File: src/rtl/mac_dot_sequencer_if.sv
`default_nettype none
// ============================================================================
//  Module   : mac_dot_sequencer_if
//  Purpose  : Bundles the operand push port, the FIFO status flags, the
//             start/busy/done control handshake and the MAC drive bus of the
//             dot-product sequencer.
//  Modports : master - the feeding/controlling agent (drives pushes, start)
//             slave  - the sequencer itself
//  Signals  : wr_en, a_in, b_in          operand pair push
//             full, empty, fifo_count    FIFO occupancy
//             overflow                   sticky dropped-push flag
//             start, busy, done          dot-product control
//             mac_en, mac_clr, mac_a/b   MAC accumulator drive
//  Revision : 1.0 - initial release
// ============================================================================
interface mac_dot_sequencer_if #(
    parameter int DATA_WIDTH = 8,
    parameter int DEPTH      = 8
);
    logic                    wr_en;
    logic [DATA_WIDTH-1:0]   a_in;
    logic [DATA_WIDTH-1:0]   b_in;
    logic                    full;
    logic                    empty;
    logic [$clog2(DEPTH):0]  fifo_count;
    logic                    overflow;
    logic                    start;
    logic                    busy;
    logic                    done;
    logic                    mac_en;
    logic                    mac_clr;
    logic [DATA_WIDTH-1:0]   mac_a;
    logic [DATA_WIDTH-1:0]   mac_b;

    modport master (
        output wr_en, a_in, b_in, start,
        input  full, empty, fifo_count, overflow,
        input  busy, done, mac_en, mac_clr, mac_a, mac_b
    );

    modport slave (
        input  wr_en, a_in, b_in, start,
        output full, empty, fifo_count, overflow,
        output busy, done, mac_en, mac_clr, mac_a, mac_b
    );
endinterface
`default_nettype wire

File: src/rtl/mac_dot_sequencer.sv
`default_nettype none
// ============================================================================
//  Module   : mac_dot_sequencer
//  Purpose  : Upstream feeder for a MAC accumulator. Buffers (A,B) operand
//             pairs in a circular FIFO; on start it clears the MAC for one
//             cycle, streams VEC_LEN pairs into it (stalling while the FIFO
//             is empty) and pulses done when the MAC output is final.
//  Ports    : clk    - system clock, rising edge
//             rst_n  - asynchronous active-low reset
//             bus    - mac_dot_sequencer_if.slave (push port, FIFO status,
//                      start/busy/done, registered MAC drive)
//  Revision : 1.0 - initial release
// ============================================================================
module mac_dot_sequencer #(
    parameter int DATA_WIDTH = 8,
    parameter int DEPTH      = 8,
    parameter int VEC_LEN    = 8
) (
    input  wire logic              clk,
    input  wire logic              rst_n,
    mac_dot_sequencer_if.slave     bus
);
    localparam int PTR_W  = $clog2(DEPTH);
    localparam int CNT_W  = $clog2(DEPTH) + 1;
    localparam int VCNT_W = $clog2(VEC_LEN + 1);

    localparam logic [CNT_W-1:0]  c_full_cnt  = CNT_W'(DEPTH);
    localparam logic [VCNT_W-1:0] c_last_pair = VCNT_W'(VEC_LEN - 1);

    typedef enum logic [2:0] {
        S_IDLE  = 3'd0,
        S_CLEAR = 3'd1,
        S_RUN   = 3'd2,
        S_FLUSH = 3'd3,
        S_DONE  = 3'd4
    } state_t;

    state_t                    r_state;
    state_t                    w_next_state;

    logic [2*DATA_WIDTH-1:0]   r_mem [DEPTH];
    logic [PTR_W-1:0]          r_wr_ptr;
    logic [PTR_W-1:0]          r_rd_ptr;
    logic [CNT_W-1:0]          r_count;
    logic                      r_overflow;
    logic [VCNT_W-1:0]         r_pair_cnt;
    logic                      r_mac_en;
    logic                      r_mac_clr;
    logic [DATA_WIDTH-1:0]     r_mac_a;
    logic [DATA_WIDTH-1:0]     r_mac_b;

    logic                      w_full;
    logic                      w_empty;
    logic                      w_push;
    logic                      w_pop;

    assign w_full  = (r_count == c_full_cnt);
    assign w_empty = (r_count == '0);
    assign w_push  = bus.wr_en && !w_full;

    // ------------------------------------------------------------------
    // FIFO storage and pointers
    // ------------------------------------------------------------------
    always_ff @(posedge clk) begin
        if (w_push) begin
            r_mem[r_wr_ptr] <= {bus.a_in, bus.b_in};
        end
    end

    always_ff @(posedge clk or negedge rst_n) begin
        if (!rst_n) begin
            r_wr_ptr   <= '0;
            r_rd_ptr   <= '0;
            r_count    <= '0;
            r_overflow <= 1'b0;
        end else begin
            if (w_push) begin
                r_wr_ptr <= r_wr_ptr + 1'b1;
            end
            if (w_pop) begin
                r_rd_ptr <= r_rd_ptr + 1'b1;
            end
            case ({w_push, w_pop})
                2'b10:   r_count <= r_count + 1'b1;
                2'b01:   r_count <= r_count - 1'b1;
                default: r_count <= r_count;
            endcase
            // A push against a full FIFO is dropped even if a pop frees a
            // slot on the same edge.
            if (bus.wr_en && w_full) begin
                r_overflow <= 1'b1;
            end
        end
    end

    // ------------------------------------------------------------------
    // Sequencing FSM
    // ------------------------------------------------------------------
    always_ff @(posedge clk or negedge rst_n) begin
        if (!rst_n) begin
            r_state <= S_IDLE;
        end else begin
            r_state <= w_next_state;
        end
    end

    // The edge leaving CLEAR already pops, so the first pair reaches the MAC
    // in the cycle right after the clear and done lands VEC_LEN+2 cycles
    // after start.
    always_comb begin
        w_next_state = r_state;
        w_pop        = 1'b0;
        case (r_state)
            S_IDLE: begin
                if (bus.start) begin
                    w_next_state = S_CLEAR;
                end
            end
            S_CLEAR, S_RUN: begin
                w_pop = !w_empty;
                if (w_pop && (r_pair_cnt == c_last_pair)) begin
                    w_next_state = S_FLUSH;
                end else begin
                    w_next_state = S_RUN;
                end
            end
            S_FLUSH: w_next_state = S_DONE;
            S_DONE:  w_next_state = S_IDLE;
            default: w_next_state = S_IDLE;
        endcase
    end

    // Pair counter sits at zero whenever idle, so it is zero on entry to CLEAR.
    always_ff @(posedge clk or negedge rst_n) begin
        if (!rst_n) begin
            r_pair_cnt <= '0;
        end else if (r_state == S_IDLE) begin
            r_pair_cnt <= '0;
        end else if (w_pop) begin
            r_pair_cnt <= r_pair_cnt + 1'b1;
        end
    end

    // ------------------------------------------------------------------
    // Registered MAC drive
    // ------------------------------------------------------------------
    always_ff @(posedge clk or negedge rst_n) begin
        if (!rst_n) begin
            r_mac_en  <= 1'b0;
            r_mac_clr <= 1'b0;
            r_mac_a   <= '0;
            r_mac_b   <= '0;
        end else begin
            r_mac_en  <= w_pop;
            r_mac_clr <= (w_next_state == S_CLEAR);
            if (w_pop) begin
                {r_mac_a, r_mac_b} <= r_mem[r_rd_ptr];
            end else if (w_next_state == S_IDLE) begin
                // Operand lines rest at zero while idle; during a stall they hold.
                r_mac_a <= '0;
                r_mac_b <= '0;
            end
        end
    end

    assign bus.full       = w_full;
    assign bus.empty      = w_empty;
    assign bus.fifo_count = r_count;
    assign bus.overflow   = r_overflow;
    assign bus.busy       = (r_state != S_IDLE);
    assign bus.done       = (r_state == S_DONE);
    assign bus.mac_en     = r_mac_en;
    assign bus.mac_clr    = r_mac_clr;
    assign bus.mac_a      = r_mac_a;
    assign bus.mac_b      = r_mac_b;

endmodule
`default_nettype wire
File: src/flat_wrapper.sv
// flat-port wrapper written by rule: the top's interface ports become plain ports
module mac_dot_sequencer_flat 
#(
    parameter int DATA_WIDTH = 8,
    parameter int DEPTH      = 8,
    parameter int VEC_LEN    = 8
)
  (clk, rst_n, bus_wr_en, bus_a_in, bus_b_in, bus_start, bus_full, bus_empty, bus_fifo_count, bus_overflow, bus_busy, bus_done, bus_mac_en, bus_mac_clr, bus_mac_a, bus_mac_b);
  mac_dot_sequencer_if #(.DATA_WIDTH(DATA_WIDTH), .DEPTH(DEPTH)) bus_i ();
  input  wire logic clk;
  input  wire logic rst_n;
  input wire logic [$bits(bus_i.wr_en)-1:0] bus_wr_en;
  input wire logic [$bits(bus_i.a_in)-1:0] bus_a_in;
  input wire logic [$bits(bus_i.b_in)-1:0] bus_b_in;
  input wire logic [$bits(bus_i.start)-1:0] bus_start;
  output wire logic [$bits(bus_i.full)-1:0] bus_full;
  output wire logic [$bits(bus_i.empty)-1:0] bus_empty;
  output wire logic [$bits(bus_i.fifo_count)-1:0] bus_fifo_count;
  output wire logic [$bits(bus_i.overflow)-1:0] bus_overflow;
  output wire logic [$bits(bus_i.busy)-1:0] bus_busy;
  output wire logic [$bits(bus_i.done)-1:0] bus_done;
  output wire logic [$bits(bus_i.mac_en)-1:0] bus_mac_en;
  output wire logic [$bits(bus_i.mac_clr)-1:0] bus_mac_clr;
  output wire logic [$bits(bus_i.mac_a)-1:0] bus_mac_a;
  output wire logic [$bits(bus_i.mac_b)-1:0] bus_mac_b;
  assign bus_i.wr_en = bus_wr_en;
  assign bus_i.a_in = bus_a_in;
  assign bus_i.b_in = bus_b_in;
  assign bus_i.start = bus_start;
  assign bus_full = bus_i.full;
  assign bus_empty = bus_i.empty;
  assign bus_fifo_count = bus_i.fifo_count;
  assign bus_overflow = bus_i.overflow;
  assign bus_busy = bus_i.busy;
  assign bus_done = bus_i.done;
  assign bus_mac_en = bus_i.mac_en;
  assign bus_mac_clr = bus_i.mac_clr;
  assign bus_mac_a = bus_i.mac_a;
  assign bus_mac_b = bus_i.mac_b;
  mac_dot_sequencer #(.DATA_WIDTH(DATA_WIDTH), .DEPTH(DEPTH), .VEC_LEN(VEC_LEN)) u_core (.clk(clk), .rst_n(rst_n), .bus(bus_i));
endmodule
File: config.mk
export PLATFORM = sky130hd
export DESIGN_NAME = mac_dot_sequencer_flat
export DESIGN_NICKNAME = d
export VERILOG_FILES = /design/src/rtl/mac_dot_sequencer_if.sv /design/src/rtl/mac_dot_sequencer.sv /design/src/flat_wrapper.sv
export SDC_FILE = /design/constraint.sdc
export NUM_CORES = 1
export LEC_CHECK = 0
export ABC_AREA = 1
export BUFFER_PORTS_ARGS = -buffer_cell sky130_fd_sc_hd__buf_2
export CORE_ASPECT_RATIO = 1.75
export CORE_MARGIN = 2
export CORE_UTILIZATION = 55
export CTS_CLUSTER_DIAMETER = 50
export DETAILED_ROUTE_END_ITERATION = 7
export PLACE_DENSITY = 0.85
export SLEW_MARGIN = 30
export SYNTH_ARGS = -nofsm -noshare
export SYNTH_HDL_FRONTEND = slang
export SYNTH_SLANG_ARGS = --single-unit
File: constraint.sdc
create_clock -name clk -period 4.2 [get_ports clk]
set_input_delay 0.42 -clock clk [delete_from_list [all_inputs] [get_ports clk]]
set_output_delay 0.42 -clock clk [all_outputs]
set_load 0.005 [all_outputs]
* Word level (Yosys, flattened, before mapping)
Memory sizes are Yosys's and may differ from the RTL's. Cells that the tools add are included.
Cells by class: bitwise gates (word level) 0, reduce and logical (&&, ||, !) cells 13, equality and inequality tests 9, div/mod/pow operators 0, order comparisons 0, add/subtract/negate cells 5, multiply operators 0, multiplexer cells 12, shifts and indexed selects 0
Operators with widths (number):
- two-way mux 8 bit | 3
- case mux 3 bit (3 select lines) | 1
- adder 4 x 1 -> 4 bit (second input constant) | 2
- two-way mux 4 bit | 2
- case mux 4 bit (2 select lines) | 1
- adder 3 x 1 -> 3 bit (second input constant) | 2
- equality test 3 x 1 -> 1 bit (second input constant) | 2
- equality test 3 x 2 -> 1 bit (second input constant) | 2
- zero test 3 bit | 2
- nonzero test 2 bit | 3
- equality test 4 x 3 -> 1 bit (second input constant) | 1
- equality test 4 bit (second input constant) | 1
- zero test 4 bit | 1
- two-way mux 1 bit | 4
- subtractor 4 x 1 -> 4 bit (second input constant) | 1
- equality test 3 bit (second input constant) | 1
- logical AND 1 bit | 3
- two-way mux 3 bit | 1
- nonzero test 3 bit | 1
- equality test 2 x 1 -> 1 bit (second input constant) | 1
- equality test 2 bit (second input constant) | 1
- zero test 1 bit | 2
- OR reduction 2 bit | 1
Storage, ports and cells: bits in registers 36, memory bits (writable) 128, memories kept 1, latch bits 0, output and inout bits 27, logic and storage cells 50, bits of input ports 20, memory bits (read-only) 0
Memories:
- u_core.r_mem | depth 8, bits a word 16, read ports 1, clocked after Yosys merged registers in 0, write ports 1, RTL line mac_dot_sequencer.sv:41 | logic [2*DATA_WIDTH-1:0] r_mem [DEPTH];

* Longest topological paths before layout
word-level depth 8, mapped depth 15, mapped depth without buffers 14

* Worst setup path before layout
No wires, ideal clock.
kind reg-to-reg, from register u_core.r_count[0] (netlist: u_core.bus.fifo_count[0]), to register u_core.r_count[2] (netlist: u_core.bus.fifo_count[2]), stages on the path, launching flop included 14, setup slack 2.063 ns, setup time 0.082 ns, required time 4.118 ns, data arrival time 2.055 ns, period minus slack after synthesis 2.137 ns, buffers on the path 1, path through dfrtp_1 nor2_1 nand3_1 nand2_4 inv_4 buf_6 ha_1 nand2_1 inv_1 nor2_1 ha_1 a21oi_1 or2_2 a31oi_1
On the way: cells in the longest elaborated chain, start to end 5, elaborated cells between the ends (all ways) 12, those cells by class 2 x add/sub; 3 x eq/ne; 2 x mux; 5 x reduce/logical
RTL lines:
- from (decl) | RTL line mac_dot_sequencer.sv:44 | logic [CNT_W-1:0] r_count;
- from (signal assigned) | RTL line mac_dot_sequencer.sv:84 | 2'b10: r_count <= r_count + 1'b1;
- from (signal assigned) | RTL line mac_dot_sequencer.sv:85 | 2'b01: r_count <= r_count - 1'b1;
- from (signal assigned) | RTL line mac_dot_sequencer.sv:86 | default: r_count <= r_count;
- zero test 4 bit (*) | RTL line mac_dot_sequencer.sv:58 | assign w_empty = (r_count == '0);
- zero test 1 bit (*) | RTL line mac_dot_sequencer.sv:120 | w_pop = !w_empty;
- two-way mux 1 bit (*) | RTL line mac_dot_sequencer.sv:113 | case (r_state)
- net u_core.w_pop | RTL line mac_dot_sequencer.sv:55 | logic w_pop;
- equality test 2 x 1 -> 1 bit or equality test 2 bit (tied branches) | RTL line mac_dot_sequencer.sv:83 | case ({w_push, w_pop})
- case mux 4 bit (2 select lines) or nonzero test 2 bit (tied branches)
Mark *: on every way through the listed nets, which the timed path passes. The rest lies on a longest branch. A chain may end at the register's enable or synchronous reset.

* Worst setup path in the final report
from register u_core.r_count[1] (netlist: u_core.bus.fifo_count[1]), to register u_core.r_count[2] (netlist: u_core.bus.fifo_count[2])
On the way: cells in the longest elaborated chain, start to end 5, elaborated cells between the ends (all ways) 12, those cells by class 2 x add/sub; 3 x eq/ne; 2 x mux; 5 x reduce/logical
RTL lines (RTL line):
- zero test 4 bit or equality test 4 bit (tied branches) | mac_dot_sequencer.sv:58, mac_dot_sequencer.sv:57
- zero test 1 bit (on tied branches) | mac_dot_sequencer.sv:120, mac_dot_sequencer.sv:59
- two-way mux 1 bit or logical AND 1 bit (tied branches) | mac_dot_sequencer.sv:113, mac_dot_sequencer.sv:59
- equality test 2 x 1 -> 1 bit or equality test 2 bit (tied branches) | mac_dot_sequencer.sv:83
- case mux 4 bit (2 select lines) or nonzero test 2 bit (tied branches)
Parallel ways exist; a longest one is shown, timed or not.

==> results by group <==
Run status
  • Outcome: finished, final reports clean

CTS
  • Clock Latency Late Sink: 0.42 ns
  • CTS resizes: 0
  • CTS tree: done
  • Clock Sinks: 164
  • Hold-fix buffers, CTS: 0
  • H-tree Lvls: 4
  • Clk pin slew, worst setup/hold paths: 0.06 ns
  • Total CTS buffers: 17
  • Max clock buf depth: 2
  • Post CTS Setup Buffer Count: 0
  • CTS root buf: clkbuf_16

Detailed routing
  • DR iter-0 viols: 545
  • DRC Markers: 0
  • Via count: 4615
  • Antenna viol nets, final: 0
  • Routed WL per cell: 19.8 µm
  • Via/cell ratio: 5.90
  • Number of detailed-route iterations in the first pass: 5
  • Final WL: 15500 µm

STA
  • Final min period: 2.85 ns
  • F_max: 351 MHz
  • Setup Skew: 0.00852 ns
  • Slew Limit Fails: 0
  • Tightest Pin Transition: 0.855 ns
  • Hold Vio Cnt, Final: 0
  • Hold_ws: 0.114 ns
  • Slew margin rel.: 43.0%
  • Sum Neg Setup Slack: 0 ns
  • Crit share post-route: 67.8%
  • Setup Viol. Count Final: 0
  • Unrepaired setup endpoints after global routing: false

Setup path
  • Crit. End Element: register
  • Critical Path Fanout Max: 27
  • CP startpoint kind: register
  • Reg2reg setup slack: 1.35 ns
  • Worst EP required: 4.54 ns
  • Crit path DAT: 3.19 ns
  • Kind of critical path: reg2reg

Synth
  • Post-synthesis sequential area ratio: 70.9%
  • Synth warnings: 0
  • Ranking of synthesized cells by area: edfxtp_1 57%, dfrtp_1 13%, nand2_1 12%
  • Synth Register Bits: 164
  • Most area-hungry cell type in the Yosys netlist: edfxtp_1
  • Yosys top cell area share: 57.5%
  • Synthesized Nets: 610
  • Synthesized area per cell: 11.5 µm²
  • Mapped Cells: 584
  • Netlist cell types: 31
  • Synthesized area: 6690 µm²

Place
  • Post-DP Area: 7010 µm²
  • GPL Wtd Cong: 0.815
  • Buffers on Ports: 46
  • DP HPWL: 8660 µm

Floorplan
  • # rows: 53
  • DIE WIDTH: 87.4 µm
  • IO Pins: 47
  • Die height: 150 µm
  • Die ar.: 13100 µm²
  • Core Area: 11900 µm²
  • Starting Density: 56.0%

Flow run
  • Max_cap viols: 0

Pwr
  • Tot Pwr: 6.08 mW
  • P_leak: 3.10 nW
  • Peak VDD IR: 0.000457 V
  • Power Density: 795 nW/µm²

Global route
  • Antenna violations before repair: 1
  • Grt total ovfl: 0
  • Largest net degree at the start of global routing: 66
  • Global-route wire length before repair: 24200 µm
  • Vias in the first global route: 4781
  • Total GRT Usage: 25.2%

Cells and area
  • Synth-to-layout area growth: 14.3%
  • # nets final: 657
  • Fillers: 822
  • Layout cell share with drive strength beyond 1: 16.0%
  • Post-route cell area: 7640 µm²

Min path
  • Worst Hold Class: in2async
-- logic make-up after synthesis --
logic type	share of synthesized area, %
buffers and inverters	3.59
adders and majority gates	1.12
AOI/OAI and AO/OA	3.69
and+or+nand+nor	20.0
xor gates and xnor gates	0.655
DFF	70.9
-- synthesized netlist by cell type (all sizes together) --
master / instances
o31ai: 1
inv: 19
nand3: 88
clkbuf: 5
edfxtp: 128
o21ai: 20
nand2: 208
buf: 24
nand3b: 1
ha: 6
dfrtp: 36
a31oi: 1
nor2: 15
a21o: 1
nand4: 2
xnor2: 1
xor2: 4
nor3: 1
a21oi: 21
or2: 2
-- path summary, 6_finish.rpt --
check	startpoint	end	cells after the start
worst max-delay path	u_core.bus.fifo_count[1]	u_core.bus.fifo_count[2]	12
worst min-delay path	rst_n	u_core.r_wr_ptr[2]	1
worst max register to register	u_core.bus.fifo_count[1]	u_core.bus.fifo_count[2]	12
worst min register to register	u_core.bus.overflow	u_core.bus.overflow	1
max in group asynchronous	rst_n	u_core.r_rd_ptr[0]	1
min in group clk	bus_wr_en	u_core.bus.overflow	2
-- cell usage in the layout (no fill, tap or decap), types with 2 or more instances in the layout --
cell type,n
nand2_1,205
xor2_1,4
inv_2,2
clkbuf_16,17
or2_2,2
a21oi_1,19
o21ai_0,3
buf_4,11
nand3_1,88
edfxtp_1,128
clkinv_4,6
inv_6,2
buf_2,46
o21ai_1,17
dfrtp_1,34
dfrtp_2,2
nand2_2,2
bufinv_16,4
nand4_1,2
inv_1,16
nor2_1,13
ha_1,6
-- layout make-up --
class                   count  area (µm²)  area share [%]
clock buffers              17         425            5.57
repair buffers             57         313            4.09
inverters                  19        73.8           0.966
multi-input cells         372        1700            22.3
clock inverters            15         206            2.70
well taps                 137         171            2.24
flip-flops and latches    164        4750            62.1
diodes                      1        2.50          0.0327
-- metal layers --
layer,GRT usage [%],vias to the layer above,share of wire (%)
met5,0,-,0
met3,5.30,56,5.7
met1,26.2,2212,34
li1,-,2101,-
met2,45.5,246,56
met4,14.2,0,4.0
-- registers in the layout (all words and copies together) (netlist names) --
signal	flops
u_core.bus.fifo_count	4
u_core.bus.mac_a	8
u_core.bus.mac_b	8
u_core.bus.mac_clr	1
u_core.bus.mac_en	1
u_core.bus.overflow	1
u_core.r_mem	128
u_core.r_pair_cnt	4
u_core.r_rd_ptr	3
u_core.r_state	3
u_core.r_wr_ptr	3
-- power by group --
group / leakage, nW / internal (mW) / switching [mW]
clock network: 0.305 / 1.00 / 0.626
logic: 1.20 / 0.639 / 1.45
registers: 1.60 / 2.13 / 0.238
-- worst max-delay path, cell delays in order, from the launching register on --
cell and delay [ns]:
dfrtp_1 0.45, nor2_1 0.22, nand3_1 0.17, nand2_4 0.30, inv_4 0.20, ha_1 0.30
nand2_1 0.12, inv_1 0.06, nor2_1 0.21, ha_1 0.20, a21oi_1 0.06, or2_2 0.32
a31oi_1 0.14
-- per-stage QoR --
| stage | util (%) | worst slack [ns] | cells |
|---|---|---|---|
| 2_1_floorplan | - | 2.06 | 584 |
| 3_3_place_gp | 58.7 | 1.78 | 749 |
| 3_5_place_dp | 58.7 | 1.45 | 749 |
| 4_1_cts | 64.0 | 1.44 | 781 |
| 5_1_grt | 64.0 | 1.17 | 782 |
| 6_report | 64.0 | 1.35 | 782 |
Note: power is estimated with default switching activity, not from simulation.
